### config.mk
export PLATFORM = sky130hd
export DESIGN_NAME = io_channel_bank
export DESIGN_NICKNAME = d
export VERILOG_FILES = /design/src/rtl/io_pkg.sv /design/src/rtl/io_out_fifo.sv /design/src/rtl/io_channel_bank.sv
export SDC_FILE = /design/constraint.sdc
export NUM_CORES = 1
export LEC_CHECK = 0
export CORE_MARGIN = 3
export CORE_UTILIZATION = 58
export DETAILED_ROUTE_END_ITERATION = 8
export PLACE_DENSITY = 0.88
export SYNTH_ARGS = -nofsm -noshare
export SYNTH_HDL_FRONTEND = slang
export SYNTH_SLANG_ARGS = --single-unit
### constraint.sdc
create_clock -name clock -period 5.25 [get_ports clock]
set_input_delay 1.05 -clock clock [delete_from_list [all_inputs] [get_ports clock]]
set_output_delay 1.05 -clock clock [all_outputs]
set_load 0.005 [all_outputs]
### src/rtl/io_pkg.sv
// Shared types and constants for the IO channel bank: channel map, status word layout,
// and the output-queue entry format.
package io_pkg;

  localparam int IO_NUM_CHAN    = 8;
  localparam int IO_STATUS_CHAN = 7;
  localparam int IO_DATA_W      = 15;
  localparam int IO_CHAN_W      = 3;
  localparam int IO_CNT_W       = 4;

  localparam int IO_ST_PEND_LSB = 0;
  localparam int IO_ST_OVF      = 7;
  localparam int IO_ST_CNT_LSB  = 8;
  localparam int IO_ST_FULL     = 11;

  typedef logic [IO_DATA_W-1:0] io_word_t;
  typedef logic [IO_CHAN_W-1:0] io_chan_t;

  typedef struct packed {
    io_chan_t chan;
    io_word_t data;
  } io_out_entry_t;

  function automatic io_word_t io_status_word(input logic [IO_NUM_CHAN-2:0] pend,
                                              input logic                   ovf,
                                              input logic [2:0]             cnt,
                                              input logic                   full);
    io_word_t w;
    w = '0;
    w[IO_ST_PEND_LSB +: IO_NUM_CHAN-1] = pend;
    w[IO_ST_OVF]                       = ovf;
    w[IO_ST_CNT_LSB +: 3]              = cnt;
    w[IO_ST_FULL]                      = full;
    return w;
  endfunction

endpackage

### src/rtl/io_out_fifo.sv
// Output queue: registered write, head visible the cycle after a push (no bypass).
// Push while full is accepted only alongside a pop; otherwise the caller sees full and drops.
module io_out_fifo
  import io_pkg::*;
#(
  parameter int DEPTH = 4
) (
  input  logic                clock,
  input  logic                reset_n,
  input  logic                push,
  input  io_out_entry_t       push_entry,
  output logic                full,
  input  logic                pop,
  output logic                valid,
  output io_out_entry_t       head,
  output logic [IO_CNT_W-1:0] count
);

  localparam int PW = (DEPTH > 1) ? $clog2(DEPTH) : 1;

  io_out_entry_t       mem [DEPTH];
  logic [PW-1:0]       wr_ptr;
  logic [PW-1:0]       rd_ptr;
  logic [IO_CNT_W-1:0] cnt;
  logic                do_pop;
  logic                do_push;

  assign valid   = (cnt != '0);
  assign full    = (cnt == IO_CNT_W'(DEPTH));
  assign do_pop  = pop && valid;
  assign do_push = push && (!full || do_pop);
  assign count   = cnt;
  assign head    = valid ? mem[rd_ptr] : '0;

  always_ff @(posedge clock) begin
    if (do_push) begin
      mem[wr_ptr] <= push_entry;
    end
  end

  // Power-of-two depth lets the pointers wrap by plain overflow.
  always_ff @(posedge clock) begin
    if (!reset_n) begin
      wr_ptr <= '0;
      rd_ptr <= '0;
      cnt    <= '0;
    end else begin
      if (do_push) wr_ptr <= wr_ptr + PW'(1);
      if (do_pop)  rd_ptr <= rd_ptr + PW'(1);
      cnt <= cnt + IO_CNT_W'(do_push) - IO_CNT_W'(do_pop);
    end
  end

endmodule

### src/rtl/io_channel_bank.sv
// Eight-channel IO bank: 7 data input registers with pending flags, a status channel, and an output
// queue fed by core writes (valid/ready, drop+overflow when full). Macro IO_CHANNEL_LOOPBACK_EN mirrors core writes into inputs.
module io_channel_bank
  import io_pkg::*;
#(
  parameter int FIFO_DEPTH = 4
) (
  input  logic           clock,
  input  logic           reset_n,
  input  logic           IO_write_en,
  input  logic [2:0]     IO_write_sel,
  input  logic [14:0]    IO_write_data,
  input  logic [2:0]     IO_read_sel,
  output logic [14:0]    IO_read_data,
  input  logic           ext_in_valid,
  input  logic [2:0]     ext_in_chan,
  input  logic [14:0]    ext_in_data,
  output logic           ext_out_valid,
  input  logic           ext_out_ready,
  output logic [2:0]     ext_out_chan,
  output logic [14:0]    ext_out_data
);

`ifdef IO_CHANNEL_LOOPBACK_EN
  localparam bit LOOPBACK_EN = 1'b1;
`else
  localparam bit LOOPBACK_EN = 1'b0;
`endif

  localparam int NDATA = IO_NUM_CHAN - 1;

  io_word_t            in_reg [IO_NUM_CHAN];
  logic [NDATA-1:0]    pending;
  logic                overflow;

  logic                wr_data_chan;
  logic                wr_status;
  logic                q_full;
  logic                q_pop;
  logic                q_drop;
  logic [IO_CNT_W-1:0] q_count;
  io_out_entry_t       q_in;
  io_out_entry_t       q_head;

  logic [NDATA-1:0]    ext_hit;
  logic [NDATA-1:0]    lb_hit;
  logic [NDATA-1:0]    pend_set;
  logic [NDATA-1:0]    pend_clr;

  assign wr_data_chan = IO_write_en && (IO_write_sel != IO_CHAN_W'(IO_STATUS_CHAN));
  assign wr_status    = IO_write_en && (IO_write_sel == IO_CHAN_W'(IO_STATUS_CHAN));
  assign q_in         = '{chan: IO_write_sel, data: IO_write_data};
  assign q_pop        = ext_out_valid && ext_out_ready;
  assign q_drop       = wr_data_chan && q_full && !q_pop;

  io_out_fifo #(
    .DEPTH(FIFO_DEPTH)
  ) u_out_fifo (
    .clock      (clock),
    .reset_n    (reset_n),
    .push       (wr_data_chan),
    .push_entry (q_in),
    .full       (q_full),
    .pop        (q_pop),
    .valid      (ext_out_valid),
    .head       (q_head),
    .count      (q_count)
  );

  assign ext_out_chan = q_head.chan;
  assign ext_out_data = q_head.data;

  always_comb begin
    ext_hit = '0;
    lb_hit  = '0;
    for (int i = 0; i < NDATA; i++) begin
      ext_hit[i] = ext_in_valid && (ext_in_chan == IO_CHAN_W'(i));
      lb_hit[i]  = LOOPBACK_EN && wr_data_chan && (IO_write_sel == IO_CHAN_W'(i));
    end
    pend_set = ext_hit | lb_hit;
    pend_clr = wr_status ? IO_write_data[NDATA-1:0] : '0;
  end

  // Set beats write-1-to-clear; external input beats loopback on data.
  always_ff @(posedge clock) begin
    if (!reset_n) begin
      for (int i = 0; i < IO_NUM_CHAN; i++) begin
        in_reg[i] <= '0;
      end
      pending  <= '0;
      overflow <= 1'b0;
    end else begin
      for (int i = 0; i < NDATA; i++) begin
        if (ext_hit[i]) begin
          in_reg[i] <= ext_in_data;
        end else if (lb_hit[i]) begin
          in_reg[i] <= IO_write_data;
        end
      end
      pending <= (pending & ~pend_clr) | pend_set;
      if (q_drop) begin
        overflow <= 1'b1;
      end else if (wr_status && IO_write_data[IO_ST_OVF]) begin
        overflow <= 1'b0;
      end
    end
  end

  always_comb begin
    if (IO_read_sel == IO_CHAN_W'(IO_STATUS_CHAN)) begin
      IO_read_data = io_status_word(pending, overflow, q_count[2:0],
                                    q_count == IO_CNT_W'(FIFO_DEPTH));
    end else begin
      IO_read_data = in_reg[IO_read_sel];
    end
  end

endmodule

==> flow_metrics.tcl <==
set metrics [dict create \
    netlist_area_um2 8366 \
    skew_ps 8.227 \
    cts_resized 0 \
    cts_tree "built" \
    fp.dieW_um 126.1 \
    crit_required_ps 4200 \
    synth_edf_count 177 \
    cp_common_cell "clkdlybuf4s50_1" \
    rows 43 \
    ys_async_sr_fraction_pct 0 \
    die_h_um 126.1 \
    clkTransAtPathRegs_ps 60 \
    wire_per_inst_um 22.82 \
    grt_pass1_wl_mm 27.98 \
    diodes 0 \
    syn_nets 579 \
    synth_top_area_share_pct 63.54 \
    vias 4870 \
    synth_ff_type "edfxtp_1" \
    antenna_found_initial 0 \
    die_area_um2 15900 \
    fin_setup_tns_ps 0 \
    status "finished, final reports clean" \
    fmax_mhz 226.0 \
    via_per_inst 6.126 \
    cp_slowest_cell "mux4_1" \
    synth_cell_types 38 \
    crit_path_max_fanout 31 \
    worst_r2r_endpoint "u_out_fifo.mem[0][17]" \
    port_buffers 77 \
    vdd_drop_max_mv 0.2704 \
    placed_cells 764 \
    ios 78 \
    clkSinkCount 195 \
    synth_area_per_cell_um2 15.96 \
    numCtsBuffers 17 \
    place_congestion 0.7886 \
    critical_path_class "in -> out" \
    grt_pass1_vias 5211 \
    ys_seq_elements 195 \
    area_growth_pct 17.65 \
    grt_overflow 0 \
    dr.first_iter.drc_count 523 \
    cp_cell_sequence "clkdlybuf4s50_1, buf_4, mux4_1, mux2_2, clkdlybuf4s50_1" \
    clkLatencyLatePin_ps 430 \
    tightest_slew_ps 1036 \
    yosys_warnings 0 \
    power_leakage_nw 3.482 \
    drc_errors 0 \
    swShare_pct 25.36 \
    reg2reg_depth 5 \
    fin_crit_sh_pct 84.27 \
    drtPass1Iterations 6 \
    synth.area.top_cells "edfxtp_1 64%, mux4_1 7.2%, mux4_2 5.9%" \
    end_kind "output pin" \
    place_area_um2 9306 \
    final_area_um2 9842 \
    slowest_delay_ps 650 \
    clkPwrFrac_pct 30.7 \
    setup_viol 0 \
    slew_violations 0 \
    cp-start-kind "primary input" \
    hold_start "u_out_fifo.wr_ptr[1]" \
    post_cts_buffers 0 \
    antenna_left 0 \
    hp-class "reg -> reg" \
    cap_violations 0 \
    hold_depth 2 \
    rrSetupSlack_ps 2660 \
    hold_end "u_out_fifo.wr_ptr[1]" \
    period_minus_slack_ps 4424 \
    final_cells 795 \
    hpwlAfterDp_mm 11.47 \
    core_um2 13990 \
    drive_above_1_share_pct 13.17 \
    start_util_pct 59.80 \
    cts_hold_buf 0 \
    rsz0062_at_grt "false" \
    grt_usage_pct 23.47 \
    clock_path_buffers 2 \
    hold_viol 0 \
    cts_root_buf "clkbuf_16" \
    rr_startpoint "u_out_fifo.count[2]" \
    nNetsFinal 658 \
    grt_max_degree 32 \
    post-synth-top-area-cell "edfxtp_1" \
    routed_wl_mm 18.14 \
    p_sw_mw 0.9801 \
    largest_register_ffs 105 \
    synth_seq_area_share_pct 67.84 \
    power.share.sequential_pct 49.3 \
    h-tree-depth 4 \
    relSlewSlack_pct 30.74 \
    comb_power_share_pct 20.0 \
    cp.arrival_ps 3370 \
    finish.utilization_pct 70.36 \
    power_density_nw_per_um2 392.7 \
    synthCells 524 \
    intPower_mw 2.885 \
]
## cells by family (layout without fill, tap and decap cells)
family                   Yosys count  in the layout  synth area share (%)
flip-flops                       195            195                 67.84
AND/OR/NAND/NOR                  173            173                 9.602
multiplexers                      64             64                 15.60
buffers and inverters             57            148                 3.096
AO/OA/AOI/OAI                     23             23                 2.019
adder cells (fa/ha/maj)           11             11                 1.735
XOR/XNOR                           1              1                0.1047
## power by group through the flow
| stage | logic (mW) | registers [mW] | clock network (mW) |
|---|---|---|---|
| final | 0.773 | 1.90 | 1.19 |
| after global routing | 0.835 | 1.92 | 1.26 |
| after CTS | 0.784 | 1.91 | 1.19 |
| after detailed placement | 0.777 | 1.94 | 0 |
| after floorplan | 0.452 | 1.88 | 0 |
| after global placement | 0.749 | 1.93 | 0 |
## cell usage after synthesis (2+ instances only)
library cell and count:
inv_1 27, buf_2 8, nor2b_1 25, mux4_2 22, a311oi_1 6, dfxtp_1 18
a21oi_1 8, buf_6 4, buf_1 3, ha_1 10, and2_1 6, nand4b_2 2
mux2_2 12, mux4_1 23, edfxtp_1 177, nor2_1 96, nand2b_1 3, nand2_1 30
mux2i_1 7, nand4bb_1 3, nor3b_1 3, a2bb2oi_1 3, clkbuf_1 13
## per-layer routing
metal | track usage [%] | share of wire, %
met5 | 0 | 0
met4 | 12.05 | 3.2
met3 | 5.259 | 9.2
met2 | 39.06 | 51
met1 | 29.10 | 36
## final cells by class
| cell class | count | area (um^2) |
|---|---|---|
| fillers | 846 | 4146 |
| well taps | 180 | 225.2 |
| inverters | 27 | 101.3 |
| flip-flops and latches | 195 | 5675 |
| multi-input cells | 272 | 2436 |
| clock buffers | 19 | 432.9 |
| clock inverters | 12 | 102.6 |
| repair buffers | 90 | 868.3 |
## worst max-delay path by stage
stage,from,to,cells past startpoint
floorplan,IO_read_sel[0],IO_read_data[0],3
global placement,IO_read_sel[0],IO_read_data[5],5
detailed placement,IO_read_sel[0],IO_read_data[10],5
CTS,IO_read_sel[0],IO_read_data[4],5
global route,IO_read_sel[0],IO_read_data[4],5
finish,IO_read_sel[0],IO_read_data[4],5
## stage by stage
| stage | setup WS [ps] | hold WS (ps) | total power [mW] |
|---|---|---|---|
| detailed placement | 832.5 | 508.6 | 2.716 |
| floorplan | 2220 | 445.1 | 2.337 |
| global route | 781.1 | 536.1 | 4.014 |
| finish | 825.7 | 519.1 | 3.865 |
| CTS | 830.4 | 517.8 | 3.884 |
| global placement | 890.2 | 456.1 | 2.676 |
## cell usage in the layout (no fill, tap or decap), types with 6 or more instances in the layout
| master | count |
|---|---|
| a21oi_1 | 8 |
| and2_1 | 6 |
| ha_1 | 10 |
| edfxtp_1 | 177 |
| nor2b_1 | 25 |
| inv_1 | 27 |
| clkdlybuf4s50_1 | 77 |
| mux2_2 | 12 |
| dfxtp_1 | 18 |
| mux4_1 | 23 |
| mux4_2 | 22 |
| nor2_1 | 96 |
| nand2_1 | 30 |
| buf_4 | 13 |
| clkbuf_16 | 17 |
| mux2i_1 | 7 |
| a311oi_1 | 6 |
## critical path: cells and delay by family
| kind | cells | cell delay [ps] |
|---|---|---|
| buffers and inverters | 3 | 1350 |
| multiplexers | 2 | 960 |
Power figures use the tool's default switching activity.
